### config.mk
export PLATFORM = sky130hd
export DESIGN_NAME = hilo_div
export DESIGN_NICKNAME = d
export VERILOG_FILES = /design/src/rtl/hilo_div_pkg.sv /design/src/rtl/hilo_div_step.sv /design/src/rtl/hilo_div.sv
export SDC_FILE = /design/constraint.sdc
export NUM_CORES = 1
export LEC_CHECK = 0
export ABC_CLOCK_PERIOD_IN_PS = 9100
export CORE_ASPECT_RATIO = 1.1
export CORE_UTILIZATION = 39
export DETAILED_ROUTE_END_ITERATION = 10
export GPL_ROUTABILITY_DRIVEN = 0
export PLACE_DENSITY = 0.66
export SYNTH_ARGS = -nofsm -noshare
export SYNTH_HDL_FRONTEND = slang
export SYNTH_HIERARCHICAL = 1
export SYNTH_SLANG_ARGS = --single-unit
### constraint.sdc
create_clock -name clk -period 9.1 [get_ports clk]
set_clock_uncertainty 0.1 [all_clocks]
set_input_delay 2.275 -clock clk [delete_from_list [all_inputs] [get_ports clk]]
set_output_delay 2.275 -clock clk [all_outputs]
set_load 0.01 [all_outputs]
### src/rtl/hilo_div_pkg.sv
// Shared state encodings, handshake constants and sign helpers for the HI/LO divider.
package hilo_div_pkg;

   typedef enum logic [1:0] {
      DivFree   = 2'b00,
      DivByzero = 2'b01,
      DivOn     = 2'b10,
      DivEnd    = 2'b11
   } div_state_e;

   localparam logic DivResultReady    = 1'b1;
   localparam logic DivResultNotReady = 1'b0;
   localparam logic DivStart          = 1'b1;
   localparam logic DivStop           = 1'b0;

   localparam logic [5:0] DivSteps = 6'd32;

   function automatic logic [31:0] neg32(input logic [31:0] v);
      return ~v + 32'd1;
   endfunction

   // -2^31 maps to 0x80000000, which is its correct unsigned magnitude.
   function automatic logic [31:0] abs32(input logic [31:0] v);
      return v[31] ? neg32(v) : v;
   endfunction

endpackage

### src/rtl/hilo_div_step.sv
// One restoring-division step: shift the working register left and trial-subtract the divisor.
module hilo_div_step
   import hilo_div_pkg::*;
(
   input  logic [64:0] work_i,
   input  logic [31:0] divisor_i,
   output logic [64:0] work_o
);

   logic [65:0] shifted;
   logic [33:0] trial;

   // One spare bit above the 33-bit remainder keeps the borrow visible for any shifted value.
   always_comb begin
      shifted = {work_i, 1'b0};
      trial   = shifted[65:32] - {2'b00, divisor_i};
      if (!trial[33]) begin
         work_o = {trial[32:0], shifted[31:1], 1'b1};
      end else begin
         work_o = shifted[64:0];
      end
   end

endmodule

### src/rtl/hilo_div.sv
// Multi-cycle 32-bit DIV/DIVU unit returning {remainder, quotient} for the HI/LO write path.
module hilo_div
   import hilo_div_pkg::*;
(
   input  logic        clk,
   input  logic        rst,
   input  logic        start_i,
   input  logic        signed_i,
   input  logic [31:0] opdata1_i,
   input  logic [31:0] opdata2_i,
   input  logic        annul_i,
   output logic [63:0] result_o,
   output logic        ready_o,
   output logic        stall_o
);

   div_state_e  state_q;
   logic [5:0]  cnt_q;
   logic [64:0] work_q;
   logic [64:0] work_next;
   logic [31:0] divisor_q;
   logic        signed_q;
   logic        sign_a_q;
   logic        sign_b_q;
   logic        accept;
   logic [31:0] quo_fix;
   logic [31:0] rem_fix;

   hilo_div_step u_step (
      .work_i    (work_q),
      .divisor_i (divisor_q),
      .work_o    (work_next)
   );

   assign accept = (start_i == DivStart) && !annul_i;

   always_comb begin
      quo_fix = work_q[31:0];
      rem_fix = work_q[63:32];
      if (signed_q && (sign_a_q ^ sign_b_q)) quo_fix = neg32(work_q[31:0]);
      if (signed_q && sign_a_q)              rem_fix = neg32(work_q[63:32]);
   end

   assign stall_o = ((state_q == DivFree) && accept) || (state_q == DivByzero) ||
                    (state_q == DivOn);

   always_ff @(posedge clk or posedge rst) begin
      if (rst) begin
         state_q   <= DivFree;
         cnt_q     <= '0;
         work_q    <= '0;
         divisor_q <= '0;
         signed_q  <= 1'b0;
         sign_a_q  <= 1'b0;
         sign_b_q  <= 1'b0;
         result_o  <= '0;
         ready_o   <= DivResultNotReady;
      end else begin
         ready_o <= DivResultNotReady;
         unique case (state_q)
            DivFree: begin
               if (accept) begin
                  if (opdata2_i == 32'd0) begin
                     state_q <= DivByzero;
                  end else begin
                     state_q   <= DivOn;
                     cnt_q     <= '0;
                     signed_q  <= signed_i;
                     sign_a_q  <= signed_i & opdata1_i[31];
                     sign_b_q  <= signed_i & opdata2_i[31];
                     work_q    <= {33'd0, signed_i ? abs32(opdata1_i) : opdata1_i};
                     divisor_q <= signed_i ? abs32(opdata2_i) : opdata2_i;
                  end
               end
            end
            DivByzero: begin
               if (annul_i) begin
                  state_q <= DivFree;
               end else begin
                  state_q  <= DivEnd;
                  result_o <= '0;
                  ready_o  <= DivResultReady;
               end
            end
            DivOn: begin
               if (annul_i) begin
                  state_q <= DivFree;
               end else if (cnt_q != DivSteps) begin
                  work_q <= work_next;
                  cnt_q  <= cnt_q + 6'd1;
               end else begin
                  // All 32 steps done; this cycle applies the sign fix-up and publishes.
                  state_q  <= DivEnd;
                  result_o <= {rem_fix, quo_fix};
                  ready_o  <= DivResultReady;
               end
            end
            DivEnd: begin
               state_q <= DivFree;
               cnt_q   <= '0;
            end
            default: state_q <= DivFree;
         endcase
      end
   end

endmodule

==> reports/summary.txt <==
max-slew violations - 0
leading area contributor after synthesis - dfrtp_1
#FFs+latches synth - 173
clock sinks - 173
Final Cycle Share - 0.6847
Post-CTS Resized - 0
global-route wire length before repair - 47,440 um
global route overflow - 0
Worst Path Arrival - 3.86 ns
post-CTS setup buffer count - 0
Pwr per Cell Area - 345.1 mW/mm2
commonest cells after routing, fill and taps aside - nand2_1, o21ai_0, dfrtp_1
Starting Density - 0.3998
final setup fails - 0
Max clock buf depth - 2
Area after DPL - 0.01335 mm2
number of synthesized flops with an enable pin - 0
clock slew at reported path FFs - 0.07 ns
GRT Resource Usage Total - 0.1886
CORE AREA - 0.02981 mm2
Critical Path, Cell by Cell - clkdlybuf4s50_1 > or3_1 > nand2_1 > clkdlybuf4s50_1
RSZ-0062 raised after global routing - false
fin crit period - 6.230 ns
crit end category - output port
worst-skew pair later-pin latency - 0.43 ns
HP Class - reg2reg
CP required - 6.73 ns
fmax - 160.5 MHz
Non-Filler Instances - 1,935
most common flop cell mapped by yosys - dfrtp_1
vias in the first global route - 9,327
max_cap viols - 0
Mapped Avg Cell Area - 8.197 um2
Die ar. - 0.03126 mm2
Die Wd - 168.7 um
post-synthesis cell count - 1,454
Post-Syn Area - 0.01192 mm2
synth top area cells - dfrtp_1, o21ai_0, nand2_1
Crit Path Max Fanout - 7
Max stage delay on crit path - 0.53 ns
CTS tree - yes
largest net degree at the start of global routing - 103
antenna violations before repair - 1
dpl hpwl - 21,560 um
Setup TNS - 0 ns
Synth async-reset ratio - 1.000
endpoints failing hold - 0
H-tree lvl count - 4
CTS Root Cell - clkbuf_16
slew margin rel. - 0.3152
Row Count - 66
worst vdd ir - 0.0001830 V
Fillers - 2,909
DRC - 0
DRT Wirelength - 28,850 um
vias - 10,160
Slew @ Worst Pin - 1.027 ns
TritonCTS buffer count - 17
Seq/Total Area, Yosys - 0.3632
Worst path most repeated cell - clkdlybuf4s50_1
yosys warns - 6
WHS - 0.3750 ns
cell count after placement - 1,903
post-synth top area share - 0.3632
vias per inst - 5.250
commonest non-fill, non-tap cell in the layout - nand2_1
antenna violation net count after detailed routing - 0
wire per inst - 14.91 um
Slowest cell on crit path - clkdlybuf4s50_1
area growth from synthesis to layout - 17.11%
CTS Hold Bufs - 0
crit-path leading delay family - buffers and inverters
kind of critical path - in2out
status - finished clean
Pwr Total - 4.817 mW
cell area after layout - 0.01396 mm2
Synth cell types - 70
DRT Pass-1 Iters - 5
startpoint types - input port
IO buf count - 134
final net count - 1,626
I/O pin cnt - 135
fraction of layout cells with a size suffix above 1 - 0.05374
die height - 185.4 um
critical path buffer and inverter count - 2
Leak - 5.868 nW
DR iter-0 viols - 574
syn nets - 1,566
==> area by class of cell <==
class	instances	area (um2)	area share
antenna	1	2.502	0.0001793
clock buffer	17	425.4	0.03048
clock inverter	14	180.2	0.01291
inverter	64	245.2	0.01757
multi-input combinational	1117	6872	0.4923
sequential	173	4329	0.3101
tap	408	510.5	0.03657
timing repair buffer	141	1394	0.09986
==> routing by layer <==
| layer | global-route usage | up-vias | wire, um |
|---|---|---|---|
| met3 | 0.02607 | 28 | 1148 |
| li1 | - | 5180 | - |
| met4 | 0.06145 | 0 | 445 |
| met1 | 0.2653 | 4711 | 14480 |
| met5 | 0 | - | 0 |
| met2 | 0.2974 | 239 | 12780 |
==> Yosys cell counts (all sizes together), types with 7 or more instances <==
library cell	number
nand3	13
nor2b	10
nand2	254
or4	10
o221ai	8
nor3	28
or3	15
nand2b	9
o31ai	30
nor4	18
a21oi	100
dfrtp	173
clkbuf	54
a21o	24
nand4	7
mux2i	10
o41ai	12
ha	42
a31oi	11
a211oi	7
xnor2	69
xor2	77
buf	46
mux2	15
nor2	89
o21ai	192
inv	64
==> state kept, by name (all words and copies together) (netlist names), 2 cells and up <==
name / count
result_o: 64
cnt_q: 6
divisor_q: 32
state_q: 2
work_q: 65
==> power breakdown <==
group	leakage [nW]	switching (mW)	internal [mW]
Combinational	3.30	1.56	1.09
Clock	0.303	0.327	0.438
Sequential	2.26	0.355	1.04
==> through the flow <==
stage | util | setup WS, ns
final | 0.4682 | 2.870
after global routing | 0.4682 | 2.798
after CTS | 0.4681 | 2.870
after detailed placement | 0.4478 | 2.880
after global placement | 0.4478 | 2.902
after floorplan | - | 2.037
==> path summary, 6_finish.rpt <==
check                             startpoint            to  slack (ns)  cells after the start
worst max-delay path                 annul_i       stall_o        2.87                      4
worst min-delay path            result_o[41]  result_o[41]        0.38                      2
worst max register to register    work_q[39]    work_q[63]        5.16                     13
worst min register to register  result_o[41]  result_o[41]        0.38                      2
max in group asynchronous                rst  result_o[39]        5.07                      3
min in group asynchronous                rst  result_o[53]        2.34                      2
==> cells by family after synthesis <==
family          after synthesis  share of synthesized area
mux                          25                    0.02257
fa+ha+maj                    43                    0.04577
simple gates                485                     0.1862
compound gates              418                     0.2108
xor+xnor                    146                     0.1089
flops                       173                     0.3632
buf+inv                     164                    0.06257
==> worst min-delay path: cells and delay by family, from the launching register on <==
family             cells  cell delay [ns]
AOI/OAI and AO/OA      1             0.06
DFF                    1             0.34
and+or+nand+nor        1             0.04
Note: power is estimated with default switching activity, not from simulation.
